**config.mk**
```make
export PLATFORM = sky130hd
export DESIGN_NAME = psum_accum_unit
export DESIGN_NICKNAME = d
export VERILOG_FILES = /design/src/rtl/psum_accum_unit.sv
export SDC_FILE = /design/constraint.sdc
export NUM_CORES = 2
export LEC_CHECK = 0
export CELL_PAD_IN_SITES_DETAIL_PLACEMENT = 0
export CELL_PAD_IN_SITES_GLOBAL_PLACEMENT = 1
export CORE_MARGIN = 2
export CORE_UTILIZATION = 61
export CTS_BUF_LIST = sky130_fd_sc_hd__clkbuf_2
export CTS_CLUSTER_SIZE = 25
export DETAILED_ROUTE_END_ITERATION = 7
export GPL_ROUTABILITY_DRIVEN = 0
export PLACE_DENSITY = 0.91
export RECOVER_POWER = 25
export SLEW_MARGIN = 15
export SYNTH_ARGS = -nofsm -noshare
export SYNTH_HDL_FRONTEND = slang
export SYNTH_SLANG_ARGS = --single-unit
```
**constraint.sdc**
```tcl
create_clock -name clk -period 23.8 [get_ports clk]
set_input_delay 2.38 -clock clk [delete_from_list [all_inputs] [get_ports clk]]
set_output_delay 2.38 -clock clk [all_outputs]
set_load 0.01 [all_outputs]
```
**src/rtl/psum_accum_unit.sv**
```systemverilog
// rtl/psum_accum_unit.sv - multi-pass psum accumulator with saturation, optional ReLU and handshaked drain
// Accumulates NPASS passes of col-lane psum vectors into a DEPTH-entry buffer, then streams results out.
module psum_accum_unit #(
  parameter int col     = 8,
  parameter int psum_bw = 16,
  parameter int DEPTH   = 16,
  parameter int PASS_W  = 4
) (
  input  logic                        clk,
  input  logic                        reset,
  input  logic                        start,
  input  logic [PASS_W-1:0]           cfg_npass,
  input  logic [$clog2(DEPTH):0]      cfg_nent,
  input  logic                        cfg_relu,
  input  logic                        in_valid,
  output logic                        in_ready,
  input  logic [psum_bw*col-1:0]      in_data,
  output logic                        out_valid,
  input  logic                        out_ready,
  output logic [psum_bw*col-1:0]      out_data,
  output logic                        busy,
  output logic                        done,
  output logic                        sat_flag
);

  localparam int AW = $clog2(DEPTH);
  localparam int NW = AW + 1;
  localparam int VW = psum_bw * col;
  localparam logic [NW-1:0]      ONE_N  = NW'(1);
  localparam logic [PASS_W-1:0]  ONE_P  = PASS_W'(1);
  localparam logic [psum_bw-1:0] SAT_MAX = {1'b0, {(psum_bw-1){1'b1}}};
  localparam logic [psum_bw-1:0] SAT_MIN = {1'b1, {(psum_bw-1){1'b0}}};

  typedef enum logic [1:0] {IDLE, ACCUM, DRAIN} state_t;

  state_t              state;
  logic [PASS_W-1:0]   npass_q;
  logic [PASS_W-1:0]   pass_q;
  logic [NW-1:0]       nent_q;
  logic                relu_q;
  logic [AW-1:0]       wptr;
  logic [AW-1:0]       rptr;
  logic [VW-1:0]       mem [DEPTH];

  logic                cfg_ok;
  logic                xfer;
  logic                last_ent;
  logic                last_pass;
  logic                last_rd;
  logic [AW-1:0]       rd_next;
  logic [VW-1:0]       cur_vec;
  logic [VW-1:0]       acc_vec;
  logic                lane_sat;

  assign cfg_ok    = (cfg_npass != '0) && (cfg_nent != '0) && (cfg_nent <= NW'(DEPTH));
  assign xfer      = in_valid && in_ready;
  assign last_ent  = ({1'b0, wptr} == (nent_q - ONE_N));
  assign last_pass = (pass_q == (npass_q - ONE_P));
  assign last_rd   = ({1'b0, rptr} == (nent_q - ONE_N));
  assign rd_next   = rptr + AW'(1);
  assign cur_vec   = mem[wptr];

  function automatic logic [VW-1:0] relu_vec(input logic [VW-1:0] v, input logic en);
    logic [VW-1:0] r;
    r = v;
    for (int i = 0; i < col; i++) begin
      if (en && v[psum_bw*(i+1)-1]) r[i*psum_bw +: psum_bw] = '0;
    end
    return r;
  endfunction

  // The first pass overwrites so nothing from a previous job can leak into the sum.
  always_comb begin
    logic [psum_bw-1:0] a;
    logic [psum_bw-1:0] b;
    logic [psum_bw:0]   s;
    logic               ovf;
    acc_vec  = '0;
    lane_sat = 1'b0;
    for (int i = 0; i < col; i++) begin
      a   = cur_vec[i*psum_bw +: psum_bw];
      b   = in_data[i*psum_bw +: psum_bw];
      s   = {a[psum_bw-1], a} + {b[psum_bw-1], b};
      ovf = s[psum_bw] ^ s[psum_bw-1];
      if (pass_q == '0) begin
        acc_vec[i*psum_bw +: psum_bw] = b;
      end else begin
        acc_vec[i*psum_bw +: psum_bw] = ovf ? (s[psum_bw] ? SAT_MIN : SAT_MAX) : s[psum_bw-1:0];
        if (ovf) lane_sat = 1'b1;
      end
    end
  end

  always_ff @(posedge clk) begin
    if (xfer) mem[wptr] <= acc_vec;
  end

  always_ff @(posedge clk or posedge reset) begin
    if (reset) begin
      state     <= IDLE;
      npass_q   <= '0;
      pass_q    <= '0;
      nent_q    <= '0;
      relu_q    <= 1'b0;
      wptr      <= '0;
      rptr      <= '0;
      in_ready  <= 1'b0;
      out_valid <= 1'b0;
      out_data  <= '0;
      busy      <= 1'b0;
      done      <= 1'b0;
      sat_flag  <= 1'b0;
    end else begin
      done <= 1'b0;
      case (state)
        IDLE: begin
          if (start && cfg_ok) begin
            npass_q  <= cfg_npass;
            nent_q   <= cfg_nent;
            relu_q   <= cfg_relu;
            wptr     <= '0;
            pass_q   <= '0;
            sat_flag <= 1'b0;
            in_ready <= 1'b1;
            busy     <= 1'b1;
            state    <= ACCUM;
          end
        end
        ACCUM: begin
          if (xfer) begin
            if (lane_sat) sat_flag <= 1'b1;
            if (last_ent) begin
              wptr <= '0;
              if (last_pass) begin
                // Entry 0 is still being written when nent==1, so bypass the fresh sum.
                state     <= DRAIN;
                in_ready  <= 1'b0;
                out_valid <= 1'b1;
                rptr      <= '0;
                out_data  <= relu_vec((wptr == '0) ? acc_vec : mem[0], relu_q);
              end else begin
                pass_q <= pass_q + ONE_P;
              end
            end else begin
              wptr <= wptr + AW'(1);
            end
          end
        end
        DRAIN: begin
          if (out_ready) begin
            if (last_rd) begin
              out_valid <= 1'b0;
              done      <= 1'b1;
              busy      <= 1'b0;
              state     <= IDLE;
            end else begin
              rptr     <= rd_next;
              out_data <= relu_vec(mem[rd_next], relu_q);
            end
          end
        end
        default: state <= IDLE;
      endcase
    end
  end

endmodule

```
# After elaboration in Yosys (flattened, before gate mapping)
# Memories as Yosys holds them, arrays and structs flattened.
# Index checks and enable logic that the tools add are counted.
totals:
  ff_bits: 157
  ram_bits: 2048
  in_bits: 143
  out_inout_bits: 133
  elab_cells: 192
  memories: 1
mem_list:
  columns: ["name", "depth", "width", "rd", "rd_ports_with_merged_regs", "wr", "line_no", "text"]
  rows:
  - ["mem", 16, 128, 3, 0, 1, "43", "logic [VW-1:0] mem [DEPTH];"]
classes:
  n_addsub: 13
  order_cmp: 1
  n_eq_ne: 14
  mux: 105
  bitwise: 8
  n_reduce_logical: 37
op_table:
  columns: ["operator", "n"]
  rows:
  - ["128-bit 2-to-1 mux", 6]
  - ["16-bit 2-to-1 mux", 40]
  - ["128-bit one-hot mux with 2 select lines", 1]
  - ["16-bit by 16-bit adder with 17-bit output", 8]
  - ["4-bit 2-to-1 mux", 11]
  - ["1-bit 2-to-1 mux", 33]
  - ["4-bit one-hot mux with 2 select lines", 3]
  - ["1-bit logical AND", 20]
  - ["2-bit inequality test (second input constant)", 9]
  - ["6-bit AND reduction", 3]
  - ["4-bit by 1-bit adder with 4-bit output (second input constant)", 3]
  - ["2-bit 2-to-1 mux", 6]
  - ["4-bit by 5-bit == test with 1-bit output", 2]
  - ["5-bit AND reduction", 2]
  - ["4-bit logical NOT", 2]
  - ["1-bit one-hot mux with 2 select lines", 4]
  - ["4-bit AND reduction", 2]
  - ["1-bit bitwise XOR", 8]
  - ["2-bit one-hot mux with 3 select lines", 1]
  - ["2-bit nonzero test", 3]
  - ["5-bit <= comparator (second input constant)", 1]
  - ["5-bit nonzero test", 1]
  - ["5-bit by 1-bit subtractor with 5-bit output (second input constant)", 1]
  - ["4-bit == test", 1]
  - ["other kinds (7)", 7]

# Depth between registers and ports, before layout
# An unclocked memory read counts as a cell.
logic_depth:
  ltp_word: 22
  mapped_depth: 18

# Least setup slack after synthesis
# No wires, ideal clock.
synth_path:
  path_kind: "input to register"
  start: "input in_valid"
  end: "memory mem[1][0] in the netlist's numbering, enable pin"
  setup_ps: 772
  arrival_ps: 11432
  required_ps: 23028
  setup_slack_ps: 11596
  stages: 4
  n_path_buf: 1
  cell_sequence: "and2_1 > clkbuf_1 > nand2_1 > nor3_1"
synth_between:
  elab_chain_len: 3
synth_rtl:
  columns: ["item", "line_no", "text"]
  rows:
  - ["start, declared", "15", "input logic in_valid,"]
  - ["1-bit logical AND", "56", "assign xfer = in_valid && in_ready;"]
  - ["1-bit 2-to-1 mux", "95", "if (xfer) mem[wptr] <= acc_vec;"]
  - ["1-bit 2-to-1 mux (implied by the code)", "95", null]
  - ["end, declared", "43", null]
# No other way between the ends.

# Worst setup path in the final report
layout_path:
  start: "register wptr[3]"
  end: "memory mem[13][18] in the netlist's numbering, enable pin"
layout_lines:
  columns: ["item", "line_no", "text"]
  rows:
  - ["start, declared", "41", "logic [AW-1:0] wptr;"]
  - ["start signal, assigned", "145", "wptr <= wptr + AW'(1);"]
# No word-level cell before the write port.

==> results.sh <==
export IMPL_vias=69600
export IMPL_drt_total_wl_um=318000
export IMPL_nFillCells=11700
export IMPL_rrSetupSlack_ns=8.03
export IMPL_drive_gt1_share_pct=31.7
export IMPL_setup_viol=0
export IMPL_initial_core_util_pct=61.4
export IMPL_rr_endpoint="mem[13][18]"
export IMPL_drv_slew=1720
export IMPL_io_buffer_count=275
export IMPL_max_freq_mhz=63.4
export IMPL_io_pins=276
export IMPL_violations="max-capacitance violations, max-slew violations"
export IMPL_clockRootBuffer="clkbuf_2"
export IMPL_rows=155
export IMPL_cp_end_kind="register"
export IMPL_rsz0062_at_grt="no"
export IMPL_fin_util_pct=67.3
export IMPL_path_class="register to register"
export IMPL_timing_worst_slew_pin_value_ns=10.07
export IMPL_startpoint="wptr[3]"
export IMPL_required_ns=24.98
export IMPL_grt_pass1_wl_um=464000
export IMPL_cts_clk_slew_worst_paths_ns=0.12
export IMPL_final_hold_violation_count=0
export IMPL_ff_latch_area_um2=65400
export IMPL_min_period_ns=15.77
export IMPL_core_area_um2=178000
export IMPL_ys_seq_area_share_pct=59.8
export IMPL_cp_num_buf_inv=2
export IMPL_drc=0
export IMPL_slowest_delay_ns=6.08
export IMPL_finalSetupTns_ns=0
export IMPL_syn_cell_area_um2=109000
export IMPL_wl_met1_um=106000
export IMPL_grt_ovfl_total=0
export IMPL_cts_sinks=2205
export IMPL_drt_wirelength_per_cell_um=33.2
export IMPL_cpMaxStageDelayCell="clkbuf_1"
export IMPL_area_growth_pct=9.66
export IMPL_crit_cells=4
export IMPL_wl_met3_um=42600
export IMPL_post_cts_buffers=0
export IMPL_numCtsBuffers=569
export IMPL_synth_edf_count=2048
export IMPL_status="finished with violations"
export IMPL_path_cells="clkbuf_1 > nand2_1 > nor2_1 > clkbuf_1"
export IMPL_drt_iter0_markers=10200
export IMPL_synthFlopType="edfxtp_1"
export IMPL_grt_pass1_vias=70900
export IMPL_cts_resized=0
export IMPL_hp_class="register to register"
export IMPL_htree_levels=6
export IMPL_layout_common_cells="edfxtp_1 (2048), mux4_2 (1163), clkbuf_2 (833)"
export IMPL_crit_path_max_fanout=82
export IMPL_drv_cap=43
export IMPL_die_h_um=428
export IMPL_critical_path_endpoint="mem[13][18]"
export IMPL_cts_tree="built"
export IMPL_clkLatencyLatePin_ns=1.94
export IMPL_avgSynthCellArea_um2=17.6
export IMPL_track_usage_pct=35.1
export IMPL_dpl_hpwl_um=179000
export IMPL_multi_input_comb_area_um2=42300
export IMPL_grt_start_max_net_pins=129
export IMPL_ys_warn_count=0
export IMPL_final_common_cell="edfxtp_1"
export IMPL_cpMostUsedCell="clkbuf_1"
export IMPL_top_layer="met5"
export IMPL_vias_per_cell=7.26
export IMPL_cp_top_family="buffers and inverters"
export IMPL_start_kind="register"
export IMPL_syn_nets=6491
export IMPL_dr_wl_met2_um=151000
export IMPL_die_w_um=428
export IMPL_ys_ff_latch=2205
export IMPL_finalCritPeriodShare_pct=66.3
export IMPL_reg2reg_depth=4
export IMPL_firstDrtPassIters=6
export IMPL_async_flop_share_pct=7.12
export IMPL_drtAntennaViolNets=0
export IMPL_synth_cell_types=104
export IMPL_nNetsFinal=7076
export IMPL_cts_buffer_depth=4
export IMPL_skew_ns=0.135
export IMPL_die_area_um2=183000
export IMPL_antenna_found_initial=9
export IMPL_cp_arrival_ns=16.95
export IMPL_synth_cells=6203
export IMPL_holdBufCountCts=0
export IMPL_slew_limit_headroom_pct=-571
export IMPL_r2r_start="wptr[3]"
cell usage after synthesis, drive strengths merged (23+ instances only):
cell type	instances	area share, %
o21ai	180	0.82
xnor2	68	0.55
nor2	216	0.74
dfrtp	157	3.6
mux4	1163	24
nand3	60	0.28
a222oi	25	0.23
a21o	56	0.38
ha	137	1.6
o211ai	35	0.24
mux2i	183	1.7
a22o	23	0.18
nand2	456	1.6
o21a	27	0.19
a221o	32	0.29
edfxtp	2048	56
a211oi	91	0.63
and2	45	0.26
o31ai	34	0.25
a21oi	226	1.1
inv	49	0.17
nand2b	34	0.19
buf	190	0.83
a31oi	32	0.19
a32oi	32	0.26
a32o	36	0.33
nor3	25	0.12
xor2	44	0.38
clkbuf	238	0.82
metrics by stage:
stage	hold slack [ns]	instances	worst slack [ns]	cell area (µm²)
after CTS	0.516	9573	15.71	120000
after global routing	0.530	9582	8.52	120000
after floorplan	0.465	6203	11.60	109000
after detailed placement	0.509	8570	15.83	115000
after global placement	0.489	8569	15.94	115000
final	0.510	9582	8.03	120000
how the worst min path moves through the flow:
stage	from	end	slack [ns]	cells after the start
final	mem[0][83]	out_data[83]	0.51	2
after global routing	mem[0][86]	out_data[86]	0.53	2
after floorplan	npass_q[3]	npass_q[3]	0.47	2
after global placement	out_data[105]	out_data[105]	0.49	2
after detailed placement	out_data[105]	out_data[105]	0.51	2
after CTS	mem[0][86]	out_data[86]	0.52	2
cell families (layout without fill, tap and decap cells):
kind of cell    Yosys count  after routing  synth area share [%]
flops                  2205           2205                  59.8
mux                    1352           1352                  25.7
compound gates          968            968                  6.20
simple gates            921            921                  3.68
xor+xnor                114            114                 0.968
other cells               0              7                     0
fa+ha+maj               166            166                  1.91
buf+inv                 477           1494                  1.82
per-layer routing:
metal | global-route usage [%] | vias up
met4 | 19.0 | 8
met2 | 54.2 | 5520
met5 | 0 | -
met1 | 46.2 | 35300
met3 | 9.37 | 968
li1 | - | 27800
registers in the layout, summed over array words and instances (netlist names):
| name | count |
|---|---|
| npass_q | 4 |
| relu_q | 1 |
| busy | 1 |
| out_data | 128 |
| nent_q | 5 |
| mem | 2048 |
| pass_q | 4 |
| done | 1 |
| wptr | 4 |
| out_valid | 1 |
| state | 2 |
| rptr | 4 |
| sat_flag | 1 |
| in_ready | 1 |
worst min-delay path: stages (launching register included):
cell	delay, ns
edfxtp_1	0.40
a21oi_1	0.08
nand2_1	0.05
area by class of cell:
cell class / instances / share of cell area (%)
Sequential cell: 2205 / 54.5
Multi-Input combinational cell: 3521 / 35.2
Clock buffer: 833 / 3.47
Timing Repair Buffer: 442 / 3.38
Tap cell: 2355 / 2.45
Clock inverter: 170 / 0.805
Inverter: 49 / 0.154
Antenna cell: 7 / 0.0146
Power is not shown: default switching activity piles up to over one toggle a cycle in this logic, so the estimate is an artifact.
